### src/rtl/ifetch_ctrl.sv
// ifetch_ctrl: instruction-fetch sequencer.
// Owns the PC, drives a combinational instruction memory and registers each
// fetched word into a one-entry fetch slot with a valid/ready handshake toward
// decode. Unconditional jumps are resolved at fetch (zero bubble), execute may
// redirect the PC, and a jump to its own address parks the sequencer in HALT.
// Optional build macro: IFETCH_PERF_CNT_EN adds saturating perf counters.
module ifetch_ctrl #(
    parameter int unsigned       ADDR_W   = 16,
    parameter logic [ADDR_W-1:0] RESET_PC = 16'h0000,
    parameter logic [5:0]        JUMP_OP  = 6'b010100
) (
    input  logic              clk,
    input  logic              rst_n,
    input  logic              run_en,
    output logic [ADDR_W-1:0] imem_addr,
    input  logic [31:0]       imem_instr,
    output logic              if_valid,
    output logic [31:0]       if_instr,
    output logic [ADDR_W-1:0] if_pc,
    input  logic              id_ready,
    input  logic              redirect_valid,
    input  logic [ADDR_W-1:0] redirect_pc,
    output logic              halted
`ifdef IFETCH_PERF_CNT_EN
    ,
    output logic [31:0]       perf_fetched,
    output logic [31:0]       perf_stall
`endif
);

    localparam logic [1:0] ST_IDLE = 2'd0;
    localparam logic [1:0] ST_RUN  = 2'd1;
    localparam logic [1:0] ST_HALT = 2'd2;

    logic [1:0]        state_q,    state_d;
    logic [ADDR_W-1:0] pc_q,       pc_d;
    logic              if_valid_q, if_valid_d;
    logic [31:0]       if_instr_q, if_instr_d;
    logic [ADDR_W-1:0] if_pc_q,    if_pc_d;
    logic              halted_q,   halted_d;

    logic              load_s;
    logic              is_jump_s;
    logic [ADDR_W-1:0] jump_tgt_s;
    logic [ADDR_W-1:0] pc_inc_s;

    // Next-state logic: redirect beats loading; a load fills the slot and steps or jumps the PC.
    always_comb begin
        is_jump_s  = (imem_instr[31:26] == JUMP_OP);
        jump_tgt_s = imem_instr[ADDR_W-1:0];
        pc_inc_s   = pc_q + {{(ADDR_W-1){1'b0}}, 1'b1};
        load_s     = (state_q == ST_RUN) && !redirect_valid && (!if_valid_q || id_ready);

        state_d    = state_q;
        pc_d       = pc_q;
        if_valid_d = if_valid_q;
        if_instr_d = if_instr_q;
        if_pc_d    = if_pc_q;

        case (state_q)
            ST_IDLE: begin
                // Redirects are ignored here; the first fetch happens after entering RUN.
                if (run_en) begin
                    state_d = ST_RUN;
                end else begin
                    state_d = ST_IDLE;
                end
            end
            ST_RUN: begin
                if (redirect_valid) begin
                    pc_d       = redirect_pc;
                    if_valid_d = 1'b0;
                end else if (load_s) begin
                    if_instr_d = imem_instr;
                    if_pc_d    = pc_q;
                    if_valid_d = 1'b1;
                    if (is_jump_s) begin
                        pc_d = jump_tgt_s;
                        // A jump to itself is the program-end idiom.
                        if (jump_tgt_s == pc_q) begin
                            state_d = ST_HALT;
                        end else begin
                            state_d = ST_RUN;
                        end
                    end else begin
                        pc_d = pc_inc_s;
                    end
                end else begin
                    // Stall: decode holds the slot, everything keeps its value.
                    state_d = ST_RUN;
                end
            end
            ST_HALT: begin
                if (redirect_valid) begin
                    pc_d       = redirect_pc;
                    if_valid_d = 1'b0;
                    state_d    = ST_RUN;
                end else if (id_ready) begin
                    // The self-jump drains out of the slot; nothing else is fetched.
                    if_valid_d = 1'b0;
                end else begin
                    state_d = ST_HALT;
                end
            end
            default: begin
                // Unreachable encoding: fall back to a quiet IDLE.
                state_d    = ST_IDLE;
                if_valid_d = 1'b0;
            end
        endcase

        halted_d = (state_d == ST_HALT);
    end

    // State and fetch-slot registers with synchronous active-low reset.
    always_ff @(posedge clk) begin
        if (!rst_n) begin
            state_q    <= ST_IDLE;
            pc_q       <= RESET_PC;
            if_valid_q <= 1'b0;
            if_instr_q <= 32'h0000_0000;
            if_pc_q    <= {ADDR_W{1'b0}};
            halted_q   <= 1'b0;
        end else begin
            state_q    <= state_d;
            pc_q       <= pc_d;
            if_valid_q <= if_valid_d;
            if_instr_q <= if_instr_d;
            if_pc_q    <= if_pc_d;
            halted_q   <= halted_d;
        end
    end

    assign imem_addr = pc_q;
    assign if_valid  = if_valid_q;
    assign if_instr  = if_instr_q;
    assign if_pc     = if_pc_q;
    assign halted    = halted_q;

`ifdef IFETCH_PERF_CNT_EN
    logic [31:0] perf_fetched_q, perf_fetched_d;
    logic [31:0] perf_stall_q,   perf_stall_d;

    // Saturating counters for slot loads and decode back-pressure cycles.
    always_comb begin
        perf_fetched_d = perf_fetched_q;
        perf_stall_d   = perf_stall_q;
        if (load_s && (perf_fetched_q != 32'hFFFF_FFFF)) begin
            perf_fetched_d = perf_fetched_q + 32'd1;
        end else begin
            perf_fetched_d = perf_fetched_q;
        end
        if (if_valid_q && !id_ready && (perf_stall_q != 32'hFFFF_FFFF)) begin
            perf_stall_d = perf_stall_q + 32'd1;
        end else begin
            perf_stall_d = perf_stall_q;
        end
    end

    // Perf counter registers, cleared by reset.
    always_ff @(posedge clk) begin
        if (!rst_n) begin
            perf_fetched_q <= 32'h0000_0000;
            perf_stall_q   <= 32'h0000_0000;
        end else begin
            perf_fetched_q <= perf_fetched_d;
            perf_stall_q   <= perf_stall_d;
        end
    end

    assign perf_fetched = perf_fetched_q;
    assign perf_stall   = perf_stall_q;
`endif

endmodule

### config.mk
export PLATFORM = sky130hd
export DESIGN_NAME = ifetch_ctrl
export DESIGN_NICKNAME = d
export VERILOG_FILES = /design/src/rtl/ifetch_ctrl.sv
export SDC_FILE = /design/constraint.sdc
export NUM_CORES = 1
export LEC_CHECK = 0
export ABC_AREA = 1
export BUFFER_PORTS_ARGS = -buffer_cell sky130_fd_sc_hd__buf_4
export CAP_MARGIN = 25
export CORE_ASPECT_RATIO = 2
export CORE_UTILIZATION = 49
export CTS_CLUSTER_SIZE = 40
export DETAILED_ROUTE_END_ITERATION = 10
export PLACE_DENSITY = 0.79
export SKIP_LAST_GASP = 1
export SLEW_MARGIN = 10
export SYNTH_ARGS = -nofsm -noshare
export SYNTH_HDL_FRONTEND = slang
export SYNTH_SLANG_ARGS = --single-unit
### constraint.sdc
create_clock -name clk -period 1.7 [get_ports clk]
set_clock_uncertainty 0.2 [all_clocks]
set_input_delay 0.17 -clock clk [delete_from_list [all_inputs] [get_ports clk]]
set_output_delay 0.17 -clock clk [all_outputs]
set_load 0.02 [all_outputs]
[After elaboration in Yosys (flattened, before gate mapping)]
Cells that the tools add are included.
Storage, ports and cells
  register bits: 68
  latch bits: 0
  memory bits (writable): 0
  ROM bits: 0
  input port bits: 53
  output and inout port bits: 66
  word-level logic and storage cells: 45
  memories kept: 0
Cells by class
  add/sub/neg operators: 1
  multipliers: 0
  div/mod/pow operators: 0
  magnitude comparators: 0
  equal/unequal tests: 8
  shifts and indexed selects: 0
  mux-type cells: 18
  bitwise logic cells: 2
  reductions and logical operators: 10
Operators with widths (number)
  16-bit 2-to-1 mux: 4
  16-bit case mux with 2 select lines: 1
  16-bit by 1-bit adder with 16-bit output, second input constant: 1
  16-bit equality test: 1
  2-bit 2-to-1 mux: 6
  3-bit AND reduction: 3
  6-bit by 5-bit equality test with 1-bit output, second input constant: 1
  3-bit inequality test, second input constant: 2
  2-bit case mux with 3 select lines: 1
  1-bit 2-to-1 mux: 5
  2-bit equality test, second input constant: 2
  1-bit case mux with 3 select lines: 1
  2-bit by 1-bit equality test with 1-bit output, second input constant: 1
  1-bit logical AND: 2
  1-bit logical NOT: 2
  2-bit logical NOT: 1
  2-bit inequality test, second input constant: 1
  1-bit inverter: 2
  2-bit nonzero test: 1
  1-bit logical OR: 1

[Logic depth before layout (Yosys ltp)]
  depth after elaboration: 7
  mapped depth: 13

[Worst setup path after synthesis]
Ideal clock, no wire load.
  path kind: register to register
  start: reg pc_q[0], in the netlist imem_addr[0]
  end: reg pc_q[15], in the netlist imem_addr[15]
  library setup time: 0.122 ns
  arrival time: 1.362 ns
  required time: 1.378 ns
  path slack: 0.016 ns
  stages on the path, launching flop included: 10
  buffers on the path: 0
  clock period less this slack: 1.684 ns
  cell sequence: dfxtp_1 nand3_2 nor2_4 nand3_2 nor2_4 nand2_1 nand2_1 nand3_1 nand2_1 a21oi_2
On the way
  word-level cells in the longest chain between the ends: 5
Ends and longest elaborated chain
  start: declaration: line 36  | logic [ADDR_W-1:0] pc_q, pc_d;
  start signal: assignment: line 126  | pc_q <= pc_d;
  16-bit by 1-bit adder with 16-bit output: line 51  | pc_inc_s = pc_q + {{(ADDR_W-1){1'b0}}, 1'b1};
  16-bit 2-to-1 mux: line 77  | if (is_jump_s) begin
  16-bit 2-to-1 mux: line 73  | end else if (load_s) begin
  16-bit 2-to-1 mux: line 70  | if (redirect_valid) begin
  16-bit case mux with 2 select lines: line 60  | case (state_q)
No other way between the ends. The select of a mux whose other input is x is not followed.
A chain may end at the register's enable or synchronous reset.

[Worst setup path in the final report]
  start: reg if_valid_q, in the netlist if_valid
  end: reg pc_q[10], in the netlist imem_addr[10]
On the way
  word-level cells in the longest chain between the ends: 5
Ends and longest elaborated chain
  start: declaration: line 37  | logic if_valid_q, if_valid_d;
  start signal: assignment: line 127  | if_valid_q <= if_valid_d;
  1-bit logical NOT: line 52  | load_s = (state_q == ST_RUN) && !redirect_valid && (!if_valid_q || id_ready);
  1-bit logical OR: line 52
  1-bit logical AND: line 52
  3-bit inequality test (no source line)
  3-bit AND reduction (no source line)
No other way between the ends.

==> flow_metrics.tcl <==
set metrics [dict create \
    cp-start-kind "flip-flop" \
    synth_nets 531 \
    avgSynthCellArea_um2 6.85 \
    crit_path_end_kind "flip-flop" \
    yosysWarnings 0 \
    path_buf_inv 2 \
    p_clk_share_pct 39.2 \
    p_seq_share_pct 36.0 \
    path_cells "nand2_2 > o21ai_4 > clkinv_4 > clkbuf_4 > o21ai_0 > a21oi_1" \
    fill_cells 421 \
    route.vias.total 4017 \
    yosys.area_share.simple_pct 22.1 \
    finalHoldViolations 0 \
    maxCapViolations 0 \
    fmax_mhz 595 \
    synth_top_family_by_area "compound AO/OA/AOI/OAI gates" \
    area_growth_syn_to_layout_pct 64.1 \
    grt_pass1_wl_mm 18.2 \
    yosys.area_share.xor_xnor_pct 1.34 \
    finalSetupTns_ns 0 \
    slew_headroom_pct 61.3 \
    yosysSeqAreaShare_pct 41.7 \
    die_x_um 59.7 \
    fin_crit_sh_pct 98.9 \
    cts_root_buffer "clkbuf_16" \
    drt_iter0_markers 249 \
    syn_area_mm2 0.00327 \
    status "finished, final reports clean" \
    design.core.area_mm2 0.00636 \
    cts.path.max_buffers 2 \
    grt.total_usage_pct 34.1 \
    fin_ws_ns 0.0186 \
    critPathRequiredTime_ns 1.72 \
    grt_pass1_vias 3986 \
    path_class "reg -> reg" \
    cp_num_cells 6 \
    synth_fa_ha_area_share_pct 0.383 \
    fin_cells 747 \
    grt_max_degree 67 \
    post_drt_wl_per_cell_um 16.1 \
    layout.nets 711 \
    pre_cts_ws_ns -0.0679 \
    synth_compound_area_share_pct 25.6 \
    postSynthCellCount 477 \
    cts_tree "done" \
    fp.dieArea_mm2 0.00702 \
    min-delay-start "redirect_valid" \
    clk_pin_slew_ns 0.06 \
    grt_overflow 0 \
    first_pass_iters 5 \
    critical_path.max_stage_delay_ns 0.39 \
    worstReg2RegStart "if_valid$_SDFFE_PN0P_" \
    rsz0062_at_grt "yes" \
    drc 0 \
    arrival_ns 1.70 \
    die_h_um 117 \
    placed_cells 683 \
    cpMaxStageDelayCell "dfxtp_1" \
    cts.sinks 68 \
    power_density_mw_per_mm2 956 \
    p_int_mw 3.63 \
    muxShareOfSynthArea_pct 0 \
    clk_latency_ns 0.33 \
    reg2reg_depth 6 \
    holdPathStages 4 \
    diodes 0 \
    routabilityCongestion 0.933 \
    worstPathMaxFanout 7 \
    switching_share_pct 29.1 \
    critical_path.startpoint "if_valid$_SDFFE_PN0P_" \
    htree_levels 3 \
    num_rows 41 \
    min_period_ns 1.68 \
    synth_cell_type_count 29 \
    ant_nets 0 \
    vdd_drop_max_uv 936 \
    port_buffers 118 \
    hold_class "in -> reg" \
    drv_slew 0 \
    crit_family "compound AO/OA/AOI/OAI gates" \
    netSwitchingPower_mw 1.49 \
    initial_core_util_pct 51.4 \
    leakage_nw 2.52 \
    synth_seq_cells 68 \
    power_frac_comb_pct 24.7 \
    setup_viol 0 \
    ios 119 \
    vias_per_cell 5.38 \
    tightest_slew_ns 0.580 \
    post-dp-hpwl_mm 7.44 \
    cts_buffers 9 \
    wirelength_mm 12.0 \
    drive_above_1_share_pct 33.0 \
    antenna_found_initial 0 \
]
cells by family (layout without fill, tap and decap cells):
family | count (synthesis) | count (layout)
DFF | 68 | 68
buffers and inverters | 68 | 252
AOI/OAI and AO/OA | 162 | 162
adders and majority gates | 1 | 1
and+or+nand+nor | 173 | 173
xor gates and xnor gates | 5 | 5
final timing paths:
kind,endpoint,slack [ns]
worst max-delay path,imem_addr[10]$_SDFFE_PN0P_,0.02
worst min-delay path,if_valid$_SDFFE_PN0P_,0.01
worst max register to register,imem_addr[10]$_SDFFE_PN0P_,0.02
worst min register to register,if_instr[22]$_SDFFE_PN0P_,0.29
Yosys cell counts:
master    count  area [um^2]
clkinv_1      1         3.75
o21ai_1      13         65.1
buf_1         2         7.51
nand4_1       4         25.0
o31ai_1       1         7.51
nand3_2       4         40.0
a21oi_2       2         17.5
buf_2        12         60.1
or2_1         1         6.26
xor2_1        5         43.8
inv_1        34          128
o211ai_1      2         15.0
inv_2         8         30.0
o21bai_2      1         11.3
nor2_4        2         22.5
a21oi_1      78          390
nor3_1        6         30.0
clkbuf_1      7         26.3
o22ai_1       1         6.26
o21ai_0      63          315
dfxtp_1      68         1360
o21ai_2       1         8.76
nor2_2        1         6.26
nand2_1      92          345
buf_6         1         11.3
nor2_1       54          203
ha_1          1         12.5
buf_4         3         22.5
nand3_1       9         45.0
cell usage in the layout, fill, tap and decap left out, types with 6 or more instances in the layout:
cell / netlist / layout
o21ai_0: 63 / 61
nand2_2: 0 / 9
nand3_1: 9 / 9
nor3_1: 6 / 6
buf_4: 3 / 134
dlygate4sd3_1: 0 / 43
nor2_1: 54 / 49
inv_2: 8 / 16
dfxtp_2: 0 / 10
a21oi_1: 78 / 77
o21ai_1: 13 / 14
inv_1: 34 / 24
clkbuf_16: 0 / 9
dlymetal6s4s_1: 0 / 9
dfxtp_1: 68 / 54
nand2_1: 92 / 82
flip-flops by register name (all words and copies together), names as in the netlist:
register,flops
if_instr,32
if_pc,16
state_q,2
if_valid,1
imem_addr,16
halted,1
power groups by stage:
stage | sequential [mW] | clock (mW) | combinational [mW]
2_1_floorplan | 2.01 | 0 | 0.419
3_3_place_gp | 1.86 | 0 | 1.05
3_5_place_dp | 1.86 | 0 | 1.07
4_1_cts | 1.83 | 2.03 | 1.19
5_1_grt | 1.86 | 2.10 | 1.37
6_report | 1.85 | 2.01 | 1.27
worst register-to-register path: cells and delay by family, from the launching register on:
| kind | cells | cell delay [ns] |
|---|---|---|
| simple gates | 1 | 0.11 |
| buf+inv | 2 | 0.31 |
| compound gates | 3 | 0.57 |
| flops | 1 | 0.39 |
per-stage QoR:
stage          util [%]  area (um^2)  total power, mW  hold WS [ns]
6_report           84.3         5360             5.12        0.0146
5_1_grt            84.3         5360             5.32        0.0414
4_1_cts            82.7         5260             5.05        0.0689
3_5_place_dp       68.7         4370             2.93         0.186
3_3_place_gp       68.7         4370             2.91         0.180
2_1_floorplan         -         3270             2.43        0.0424
per-layer routing:
layer | global-route usage, % | up-vias | routed length (um)
li1 | - | 1938 | -
met1 | 33.1 | 1860 | 4080
met2 | 63.3 | 175 | 6620
met3 | 6.48 | 44 | 755
met4 | 17.9 | 0 | 589
met5 | 0 | - | 0
repair_timing:
action,4_1_cts,5_1_grt
resized for setup,8,58
cloned,0,0
pin swaps,0,20
endpoints found under the hold margin,52,0
endpoints found under the setup margin,9,38
hold buffers,53,0
setup buffers,1,3
final cells by class:
class,count,area (um^2),area share (%)
Timing Repair Buffer,194,1680,31.3
Sequential cell,68,1390,25.9
Inverter,43,169,3.15
Multi-Input combinational cell,341,1690,31.6
Tap cell,86,108,2.01
Clock buffer,10,239,4.46
Clock inverter,5,85.1,1.59
Power figures use the tool's default switching activity.
